$ cat config.mk
export PLATFORM = sky130hd
export DESIGN_NAME = gear_display_decoder_flat
export DESIGN_NICKNAME = d
export VERILOG_FILES = /design/src/rtl/gear_display_if.sv /design/src/rtl/gear_display_decoder.sv /design/src/flat_wrapper.sv
export SDC_FILE = /design/constraint.sdc
export NUM_CORES = 1
export LEC_CHECK = 0
export CELL_PAD_IN_SITES_DETAIL_PLACEMENT = 0
export CELL_PAD_IN_SITES_GLOBAL_PLACEMENT = 1
export CORE_MARGIN = 8
export CORE_UTILIZATION = 40
export DETAILED_ROUTE_END_ITERATION = 8
export GPL_TIMING_DRIVEN = 0
export PLACE_DENSITY = 0.84
export SLEW_MARGIN = 20
export SYNTH_ARGS = -nofsm -noshare
export SYNTH_HDL_FRONTEND = slang
export SYNTH_SLANG_ARGS = --single-unit
$ cat constraint.sdc
create_clock -name clk -period 2.3 [get_ports clk]
set_input_delay 0.46 -clock clk [delete_from_list [all_inputs] [get_ports clk]]
set_output_delay 0.46 -clock clk [all_outputs]
set_load 0.02 [all_outputs]
$ cat src/rtl/gear_display_if.sv
// Indicator bus between the transmission FSM (master) and the gear display decoder (slave).
// Carries the one-hot gear lamps, the 2-bit state code and the decoded display outputs.
interface gear_display_if #(
    parameter int CNT_W = 8
);
    logic             P1, N1, R1;
    logic             D1, D2, D3, D4;
    logic             M1, M0;
    logic [2:0]       gear_code;
    logic [6:0]       seg;
    logic             dp;
    logic             fault;
    logic             shift_pulse;
    logic [CNT_W-1:0] shift_count;

    modport master (
        output P1, N1, R1, D1, D2, D3, D4, M1, M0,
        input  gear_code, seg, dp, fault, shift_pulse, shift_count
    );

    modport slave (
        input  P1, N1, R1, D1, D2, D3, D4, M1, M0,
        output gear_code, seg, dp, fault, shift_pulse, shift_count
    );
endinterface

$ cat src/rtl/gear_display_decoder.sv
// Gear indicator decoder: registers lamps/state code, filters disagreements through an
// OK/SUSPECT/FAULT checker, holds the last valid gear and drives a 7-segment display.
module gear_display_decoder #(
    parameter int FAULT_CYC = 3,
    parameter int BLINK_DIV = 8,
    parameter int CNT_W     = 8
) (
    input logic          clk,
    input logic          reset_n,
    gear_display_if.slave bus
);
    localparam int RUN_W = $clog2(FAULT_CYC + 1);
    localparam int BLK_W = $clog2(2 * BLINK_DIV);
    localparam logic [RUN_W-1:0] RUN_LAST = RUN_W'(FAULT_CYC - 1);
    localparam logic [BLK_W-1:0] BLK_HALF = BLK_W'(BLINK_DIV);
    localparam logic [BLK_W-1:0] BLK_LAST = BLK_W'(2 * BLINK_DIV - 1);
    localparam logic [2:0]       GEAR_FAULT = 3'd7;

    typedef enum logic [1:0] {ST_OK, ST_SUSPECT, ST_FAULT} state_t;

    function automatic logic is_drive(input logic [2:0] g);
        return (g >= 3'd3) && (g <= 3'd6);
    endfunction

    function automatic logic [CNT_W-1:0] sat_inc(input logic [CNT_W-1:0] c);
        return (c == {CNT_W{1'b1}}) ? c : c + CNT_W'(1);
    endfunction

    function automatic logic [6:0] seg_of(input logic [2:0] g);
        case (g)
            3'd0:    return 7'h73;
            3'd1:    return 7'h54;
            3'd2:    return 7'h50;
            3'd3:    return 7'h06;
            3'd4:    return 7'h5B;
            3'd5:    return 7'h4F;
            3'd6:    return 7'h66;
            default: return 7'h00;
        endcase
    endfunction

    logic [6:0]       lamp_p0;   // {D4,D3,D2,D1,R1,N1,P1}
    logic [1:0]       code_p0;
    logic [2:0]       dec_p0;
    logic [1:0]       grp_p0;
    logic             onehot_p0;
    logic             vld_p0;

    state_t           state_p1;
    logic [RUN_W-1:0] run_p1;
    logic [BLK_W-1:0] blink_p1;
    logic [2:0]       held_p1;
    logic             pulse_p1;
    logic [CNT_W-1:0] count_p1;
    logic             load_held;
    logic             changed;
    logic [2:0]       gear_code;

    // Stage p0: input register (resets to a valid P indication)
    always_ff @(posedge clk or negedge reset_n) begin
        if (!reset_n) begin
            lamp_p0 <= 7'b0000001;
            code_p0 <= 2'b00;
        end else begin
            lamp_p0 <= {bus.D4, bus.D3, bus.D2, bus.D1, bus.R1, bus.N1, bus.P1};
            code_p0 <= {bus.M1, bus.M0};
        end
    end

    always_comb begin
        dec_p0    = 3'd0;
        grp_p0    = 2'd0;
        onehot_p0 = 1'b1;
        case (lamp_p0)
            7'b0000001: begin dec_p0 = 3'd0; grp_p0 = 2'd0; end
            7'b0000010: begin dec_p0 = 3'd1; grp_p0 = 2'd1; end
            7'b0000100: begin dec_p0 = 3'd2; grp_p0 = 2'd2; end
            7'b0001000: begin dec_p0 = 3'd3; grp_p0 = 2'd3; end
            7'b0010000: begin dec_p0 = 3'd4; grp_p0 = 2'd3; end
            7'b0100000: begin dec_p0 = 3'd5; grp_p0 = 2'd3; end
            7'b1000000: begin dec_p0 = 3'd6; grp_p0 = 2'd3; end
            default:    onehot_p0 = 1'b0;
        endcase
        vld_p0 = onehot_p0 && (code_p0 == grp_p0);
    end

    always_comb begin
        case (state_p1)
            ST_OK, ST_SUSPECT: load_held = vld_p0;
            ST_FAULT:          load_held = vld_p0 && (run_p1 == RUN_LAST);
            default:           load_held = 1'b0;
        endcase
        changed = load_held && (dec_p0 != held_p1);
    end

    // Stage p1: consistency checker, held gear and blink timer
    always_ff @(posedge clk or negedge reset_n) begin
        if (!reset_n) begin
            state_p1 <= ST_OK;
            run_p1   <= '0;
            blink_p1 <= '0;
        end else begin
            case (state_p1)
                ST_OK: begin
                    blink_p1 <= '0;
                    if (!vld_p0) begin
                        if (FAULT_CYC == 1) begin
                            state_p1 <= ST_FAULT;
                            run_p1   <= '0;
                        end else begin
                            state_p1 <= ST_SUSPECT;
                            run_p1   <= RUN_W'(1);
                        end
                    end
                end
                ST_SUSPECT: begin
                    blink_p1 <= '0;
                    if (vld_p0) begin
                        state_p1 <= ST_OK;
                        run_p1   <= '0;
                    end else if (run_p1 == RUN_LAST) begin
                        state_p1 <= ST_FAULT;
                        run_p1   <= '0;
                    end else begin
                        run_p1 <= run_p1 + RUN_W'(1);
                    end
                end
                ST_FAULT: begin
                    blink_p1 <= (blink_p1 == BLK_LAST) ? '0 : blink_p1 + BLK_W'(1);
                    if (!vld_p0) begin
                        run_p1 <= '0;
                    end else if (run_p1 == RUN_LAST) begin
                        state_p1 <= ST_OK;
                        run_p1   <= '0;
                        blink_p1 <= '0;
                    end else begin
                        run_p1 <= run_p1 + RUN_W'(1);
                    end
                end
                default: begin
                    state_p1 <= ST_OK;
                    run_p1   <= '0;
                    blink_p1 <= '0;
                end
            endcase
        end
    end

    always_ff @(posedge clk or negedge reset_n) begin
        if (!reset_n) begin
            held_p1  <= 3'd0;
            pulse_p1 <= 1'b0;
            count_p1 <= '0;
        end else begin
            if (load_held) held_p1 <= dec_p0;
            pulse_p1 <= changed;
            if (changed && is_drive(held_p1) && is_drive(dec_p0))
                count_p1 <= sat_inc(count_p1);
        end
    end

    always_comb begin
        gear_code = (state_p1 == ST_FAULT) ? GEAR_FAULT : held_p1;
        if (state_p1 == ST_FAULT)
            bus.seg = (blink_p1 < BLK_HALF) ? 7'h79 : 7'h00;
        else
            bus.seg = seg_of(held_p1);
    end

    assign bus.gear_code   = gear_code;
    assign bus.dp          = is_drive(gear_code);
    assign bus.fault       = (state_p1 == ST_FAULT);
    assign bus.shift_pulse = pulse_p1;
    assign bus.shift_count = count_p1;
endmodule
$ cat src/flat_wrapper.sv
// flat-port wrapper written by rule: the top's interface ports become plain ports
module gear_display_decoder_flat 
#(
    parameter int FAULT_CYC = 3,
    parameter int BLINK_DIV = 8,
    parameter int CNT_W     = 8
)
  (clk, reset_n, bus_P1, bus_N1, bus_R1, bus_D1, bus_D2, bus_D3, bus_D4, bus_M1, bus_M0, bus_gear_code, bus_seg, bus_dp, bus_fault, bus_shift_pulse, bus_shift_count);
  gear_display_if #(.CNT_W(CNT_W)) bus_i ();
  input logic clk;
  input logic reset_n;
  input wire logic [$bits(bus_i.P1)-1:0] bus_P1;
  input wire logic [$bits(bus_i.N1)-1:0] bus_N1;
  input wire logic [$bits(bus_i.R1)-1:0] bus_R1;
  input wire logic [$bits(bus_i.D1)-1:0] bus_D1;
  input wire logic [$bits(bus_i.D2)-1:0] bus_D2;
  input wire logic [$bits(bus_i.D3)-1:0] bus_D3;
  input wire logic [$bits(bus_i.D4)-1:0] bus_D4;
  input wire logic [$bits(bus_i.M1)-1:0] bus_M1;
  input wire logic [$bits(bus_i.M0)-1:0] bus_M0;
  output wire logic [$bits(bus_i.gear_code)-1:0] bus_gear_code;
  output wire logic [$bits(bus_i.seg)-1:0] bus_seg;
  output wire logic [$bits(bus_i.dp)-1:0] bus_dp;
  output wire logic [$bits(bus_i.fault)-1:0] bus_fault;
  output wire logic [$bits(bus_i.shift_pulse)-1:0] bus_shift_pulse;
  output wire logic [$bits(bus_i.shift_count)-1:0] bus_shift_count;
  assign bus_i.P1 = bus_P1;
  assign bus_i.N1 = bus_N1;
  assign bus_i.R1 = bus_R1;
  assign bus_i.D1 = bus_D1;
  assign bus_i.D2 = bus_D2;
  assign bus_i.D3 = bus_D3;
  assign bus_i.D4 = bus_D4;
  assign bus_i.M1 = bus_M1;
  assign bus_i.M0 = bus_M0;
  assign bus_gear_code = bus_i.gear_code;
  assign bus_seg = bus_i.seg;
  assign bus_dp = bus_i.dp;
  assign bus_fault = bus_i.fault;
  assign bus_shift_pulse = bus_i.shift_pulse;
  assign bus_shift_count = bus_i.shift_count;
  gear_display_decoder #(.FAULT_CYC(FAULT_CYC), .BLINK_DIV(BLINK_DIV), .CNT_W(CNT_W)) u_core (.clk(clk), .reset_n(reset_n), .bus(bus_i));
endmodule
=== Word level (Yosys, flattened, before mapping) ===
Index checks and enable logic that the tools add are counted.
W data, S select, Z words.

* Add/sub/neg operators: 3
* $lt $le $gt $ge: 7
* Equality and inequality tests: 24
* Mux-type cells: 22
* Bitwise operators: 1
* Reduce and logical (&&, ||, !) cells: 15

{| class="wikitable"
|+ Operators with widths
! kind !! number
|-
| $pmux W7 S7 || 1
|-
| $pmux W2 S3 || 3
|-
| $pmux W3 S6 || 1
|-
| $mux W2 || 8
|-
| $mux W4 || 4
|-
| $mux W7 || 2
|-
| $eq A3 B3 Y1 const B || 3
|-
| $ge A3 B2 Y1 const B || 3
|-
| $le A3 B3 Y1 const B || 3
|-
| $add A8 B1 Y8 const B || 1
|-
| $eq A8 B8 Y1 const B || 1
|-
| $logic_and A1 B1 Y1 || 8
|-
| $eq A7 B1 Y1 const B || 1
|-
| $eq A7 B2 Y1 const B || 1
|-
| $eq A7 B3 Y1 const B || 1
|-
| $eq A7 B4 Y1 const B || 1
|-
| $eq A7 B5 Y1 const B || 1
|-
| $eq A7 B6 Y1 const B || 1
|-
| $eq A7 B7 Y1 const B || 1
|-
| $reduce_or A7 Y1 || 1
|-
| $eq A3 B2 Y1 const B || 2
|-
| $add A4 B1 Y4 const B || 1
|-
| $eq A2 B2 Y1 const B || 2
|-
| $eq A4 B4 Y1 const B || 1
|-
| 19 further kinds || 20
|}

* Bits in registers: 29
* Output and inout bits: 21
* Word-level logic and storage cells: 80

=== Logic depth before layout (Yosys ltp) ===
* Depth in word-level cells: 11
* Mapped depth: 8

=== Worst setup path before layout ===
OpenSTA, ideal clock, no wires.

* Path type: reg2out
* Start: reg u_core.state_p1[0]
* End: out bus_seg[0]
* Data arrival time: 2032 ps
* Slack: -192 ps
* Cell stages (with the launch flop): 8
* Cell sequence: dfrtp_1 clkbuf_1 nand2b_1 clkinv_1 nor2_1 inv_1 o22ai_1 o21bai_1

* Longest elaborated chain between the ends: 2

{| class="wikitable"
|+ Ends and longest elaborated chain
! item !! line !! RTL
|-
| from (decl) || gear_display_decoder.sv:49 || <nowiki>state_t state_p1;</nowiki>
|-
| from (signal assigned) || gear_display_decoder.sv:99 || <nowiki>state_p1 <= ST_OK;</nowiki>
|-
| from (signal assigned) || gear_display_decoder.sv:108 || <nowiki>state_p1 <= ST_FAULT;</nowiki>
|-
| from (signal assigned) || gear_display_decoder.sv:111 || <nowiki>state_p1 <= ST_SUSPECT;</nowiki>
|-
| $eq A2 B2 Y1 || -- ||
|-
| via bus_fault || flat_wrapper.sv:24 || <nowiki>output wire logic [$bits(bus_i.fault)-1:0] bus_fault;</nowiki>
|-
| $mux W7 || gear_display_decoder.sv:164 || <nowiki>if (state_p1 == ST_FAULT)</nowiki>
|-
| to (decl) || flat_wrapper.sv:22 || <nowiki>output wire logic [$bits(bus_i.seg)-1:0] bus_seg;</nowiki>
|}

The timed path passes the listed nets, and every way through them passes these cells.

=== Final worst setup path ===
* Start: reg u_core.lamp_p0[4]
* End: reg u_core.count_p1[1], in the netlist u_core.bus.shift_count[1]

* Longest elaborated chain between the ends: 11
* Elaborated cells between the ends (all ways): 24

{| class="wikitable"
|+ Ends and longest elaborated chain
! item !! line !! RTL
|-
| from (decl) || gear_display_decoder.sv:42 || <nowiki>logic [6:0] lamp_p0;</nowiki>
|-
| from (signal assigned) || gear_display_decoder.sv:65 || <nowiki>lamp_p0 <= {bus.D4, bus.D3, bus.D2, bus.D1, bus.R1, bus.N1, bus.P1};</nowiki>
|-
| $eq A7 B4 Y1 (tied with other cells) || gear_display_decoder.sv:74 || <nowiki>case (lamp_p0)</nowiki>
|-
| $reduce_or A4 Y1 (no source line) || -- ||
|-
| $pmux W2 S3 || gear_display_decoder.sv:74 ||
|-
| $eq A2 B2 Y1 || gear_display_decoder.sv:84 || <nowiki>vld_p0 = onehot_p0 && (code_p0 == grp_p0);</nowiki>
|-
| $logic_and A1 B1 Y1 || gear_display_decoder.sv:84 ||
|-
| $logic_and A1 B1 Y1 || gear_display_decoder.sv:90 || <nowiki>ST_FAULT: load_held = vld_p0 && (run_p1 == RUN_LAST);</nowiki>
|-
| $pmux W1 S2 || gear_display_decoder.sv:88 || <nowiki>case (state_p1)</nowiki>
|-
| $logic_and A1 B1 Y1 || gear_display_decoder.sv:93 || <nowiki>changed = load_held && (dec_p0 != held_p1);</nowiki>
|-
| $logic_and A1 B1 Y1 || gear_display_decoder.sv:157 || <nowiki>if (changed && is_drive(held_p1) && is_drive(dec_p0))</nowiki>
|-
| $logic_and A1 B1 Y1 * || gear_display_decoder.sv:157 ||
|-
| $reduce_and A2 Y1 (no source line) * || -- ||
|-
| to (signal assigned) || gear_display_decoder.sv:158 || <nowiki>count_p1 <= sat_inc(count_p1);</nowiki>
|-
| to (decl) || gear_display_decoder.sv:54 || <nowiki>logic [CNT_W-1:0] count_p1;</nowiki>
|}

Mark *: on every way between the ends. The rest lies on a longest branch, timed or not.
A chain may end at the register's enable or synchronous reset.

==> results <==
[layout by cell type (no fill, tap or decap), types with 2 or more instances in the layout]
master / n
dfrtp_1: 26
dfrtp_2: 2
nand3b_1: 2
ha_1: 2
xnor2_1: 14
nand2_1: 13
mux2i_1: 4
dlygate4sd2_1: 3
buf_6: 2
nand4_1: 4
clkdlybuf4s50_1: 21
dlymetal6s2s_1: 4
nor4_1: 2
nand4b_1: 2
xor2_1: 4
nand3_2: 2
a211oi_1: 2
and3_1: 4
buf_4: 5
clkbuf_2: 4
nand3_1: 4
inv_1: 6
a21oi_1: 6
nor2_1: 13
o22ai_1: 2
clkbuf_8: 6
o21ai_0: 8
buf_2: 2
o211ai_1: 2
mux2_4: 2
nor3_1: 3
o21ai_1: 3
[per-layer routing]
| layer | vias to the layer above | GRT usage |
|---|---|---|
| met5 | - | 0 |
| met4 | 0 | 0.0482 |
| met3 | 6 | 0.0375 |
| met2 | 33 | 0.202 |
| met1 | 692 | 0.149 |
| li1 | 704 | - |
[metrics by stage]
| stage | setup slack, ps | setup TNS, ps | std cells |
|---|---|---|---|
| 5_1_grt | -33.5 | -37.2 | 262 |
| 2_1_floorplan | 91.2 | 0 | 173 |
| 3_3_place_gp | -180 | -268 | 254 |
| 3_5_place_dp | -275 | -797 | 254 |
| 4_1_cts | 2.03 | 0 | 262 |
| 6_report | 104 | 0 | 262 |
[layout make-up]
cell class,instances,area (µm²),area share
Buffer,7,52.6,0.0233
Clock buffer,7,86.3,0.0383
Clock inverter,1,30.0,0.0133
Inverter,7,27.5,0.0122
Multi-Input combinational cell,127,941,0.418
Sequential cell,29,729,0.324
Tap cell,50,62.6,0.0278
Timing Repair Buffer,34,324,0.144
[logic make-up after synthesis]
kind of cell | synth area share
simple gates | 0.193
compound gates | 0.165
flops | 0.427
buf+inv | 0.0515
xor+xnor | 0.102
mux | 0.0456
fa+ha+maj | 0.0147
[worst reg2reg max path: cells and delay by family, from the launching register on]
kind	cells	cell delay, ps
simple gates	3	640
buf+inv	3	430
flops	1	380
mux	1	350
compound gates	2	290
[worst min path at each step]
stage / from / to / slack, ps / cells after the start
finish: reset_n / u_core.bus.shift_count[4]$_DFFE_PN0P_ / 200 / 1
global route: reset_n / u_core.bus.shift_count[6]$_DFFE_PN0P_ / 250 / 1
CTS: reset_n / u_core.bus.shift_count[6]$_DFFE_PN0P_ / 230 / 1
detailed placement: u_core.bus.shift_count[7]$_DFFE_PN0P_ / u_core.bus.shift_count[7]$_DFFE_PN0P_ / 490 / 1
global placement: u_core.run_p1[0]$_DFFE_PN0N_ / u_core.run_p1[0]$_DFFE_PN0N_ / 470 / 1
floorplan: reset_n / u_core.blink_p1[0]$_DFF_PN0_ / 160 / 0
[power by group through the flow]
stage	registers, µW	logic [µW]	clock network (µW)
after floorplan	592	225	0
after global placement	597	317	0
after detailed placement	600	335	0
after CTS	611	333	552
after global routing	620	368	580
final	614	331	537
[sequential cells by signal, summed over array words and instances (netlist names)]
| name | count |
|---|---|
| u_core.bus.shift_count | 8 |
| u_core.run_p1 | 2 |
| u_core.bus.shift_pulse | 1 |
| u_core.held_p1 | 3 |
| u_core.blink_p1 | 4 |
| u_core.state_p1 | 2 |
| u_core.code_p0 | 2 |
| u_core.lamp_p0 | 7 |
[what timing repair did]
action	4_1_cts	5_1_grt
pin swaps	2	2
resized for setup	15	14
endpoints found under the hold margin	0	0
setup buffers	3	0
setup endpoints to repair	14	15
==> impl_metrics.env <==
export IMPL_outcome="finished clean"
export IMPL_cts_tree="built"
export IMPL_leakagePower_uw=0.000990
export IMPL_yosys_warnings=0
export IMPL_syn_area_per_cell_um2=9.84
export IMPL_clock_latency_ps=270
export IMPL_synth_most_common_cell="dfrtp_1"
export IMPL_wl_met3_um=219
export IMPL_grt_pass1_wl_mm=6.45
export IMPL_holdBufCountCts=0
export IMPL_internal_power_uw=1050
export IMPL_synthArstFlopShare=1.00
export IMPL_cp_depth=9
export IMPL_slew_headroom=0.546
export IMPL_cap_violations=0
export IMPL_antenna_found_initial=0
export IMPL_cpMaxStageDelayCell="or3b_1"
export IMPL_power_switching_uw=432
export IMPL_port_buffers=31
export IMPL_crit_fanout=10
export IMPL_vias=1435
export IMPL_synth_top_area_frac=0.412
export IMPL_gp_congestion=0.851
export IMPL_critPathTopFamily="simple AND/OR/NAND/NOR gates"
export IMPL_core_area_um2=4060
export IMPL_cts_sinks=29
export IMPL_drcViolationCount=0
export IMPL_rsz0062_at_grt="yes"
export IMPL_utilization=0.555
export IMPL_critPathArrivalTime_ps=2350
export IMPL_slowest_delay_ps=390
export IMPL_start_util=0.419
export IMPL_synth_edf_count=0
export IMPL_pin_count=32
export IMPL_crit_buf_inv=3
export IMPL_r2r_setup_slack_ps=100
export IMPL_cpMostUsedCell="buf_4"
export IMPL_period_share=0.955
export IMPL_power_density_nw_per_um2=658
export IMPL_final_min_clock_period_ps=2200
export IMPL_crit_start="u_core.lamp_p0[4]$_DFF_PN0_"
export IMPL_synth_top_area_cell="dfrtp_1"
export IMPL_critPathRequiredTime_ps=2460
export IMPL_fp_dieH_um=81.2
export IMPL_synth_cell_type_count=53
export IMPL_cp_start_kind="register"
export IMPL_path_clk_slew_ps=60
export IMPL_r2r_end="u_core.bus.shift_count[1]$_DFFE_PN0P_"
export IMPL_area_growth_pct=32.4
export IMPL_p_total_uw=1480
export IMPL_first_global_vias=1415
export IMPL_die_area_um2=6600
export IMPL_whs_ps=202
export IMPL_syn_inst=173
export IMPL_pwr_share_comb=0.223
export IMPL_dpl_instance_area_um2=2080
export IMPL_fin_area_um2=2250
export IMPL_drt_pass1_iter_count=4
export IMPL_top_layer_used="met4"
export IMPL_grt_max_degree=30
export IMPL_grt_remaining_overflow=0
export IMPL_p_seq_frac=0.415
export IMPL_mappedNetlistArea_um2=1700
export IMPL_drtIter0Drc=118
export IMPL_cp_cell_sequence="buf_6 -> or3b_1 -> a21oi_2 -> buf_4 -> a221o_1 -> and3_1 -> buf_4 -> nand3_2 -> mux2_4"
export IMPL_cts_root_buf="clkbuf_8"
export IMPL_finalHoldViolCount=0
export IMPL_track_usage=0.124
export IMPL_dr_wl_met2_mm=1.84
export IMPL_hold_class="primary input to asynchronous set/reset pin"
export IMPL_drt_total_wl_mm=3.85
export IMPL_cts_buffers=5
export IMPL_synth_flop_cell="dfrtp_1"
export IMPL_fmaxAchievable_ghz=0.455
export IMPL_end_kind="register"
export IMPL_wl_met1_mm=1.73
export IMPL_critPathKind="register to register"
export IMPL_r2r_start="u_core.lamp_p0[4]$_DFF_PN0_"
export IMPL_cts_max_path_buffers=2
export IMPL_drive_gt1_frac=0.193
export IMPL_rows=23
export IMPL_insertedDiodeCount=0
export IMPL_synth_seq_cells=29
export IMPL_place_hpwl_mm=2.91
export IMPL_wl_per_cell_um=14.7
export IMPL_tightest_slew_ps=676
export IMPL_reg2regPathDepth=9
export IMPL_die_w_um=81.2
export IMPL_cts_max_level=2
export IMPL_p_clk_frac=0.362
export IMPL_peakVddDrop_mv=0.438
export IMPL_endpoint="u_core.bus.shift_count[1]$_DFFE_PN0P_"
export IMPL_fillers=351
export IMPL_sw_frac_of_total=0.291
export IMPL_fin_nets=224
export IMPL_ys_seq_area_frac=0.427
export IMPL_drv_slew=0
export IMPL_finClkSkew_ps=4.87
export IMPL_antenna_left=0
export IMPL_synth_nets=186
export IMPL_finalSetupViolCount=0
export IMPL_synth_commonest_cells="28 x dfrtp_1, 14 x nor2_1, 14 x xnor2_1"
export IMPL_vias_per_cell=5.48
export IMPL_netlist_top_cells_area="dfrtp_1 41%, xnor2_1 7.2%, nor2_1 3.1%"
(Power assumes the default switching activity.)
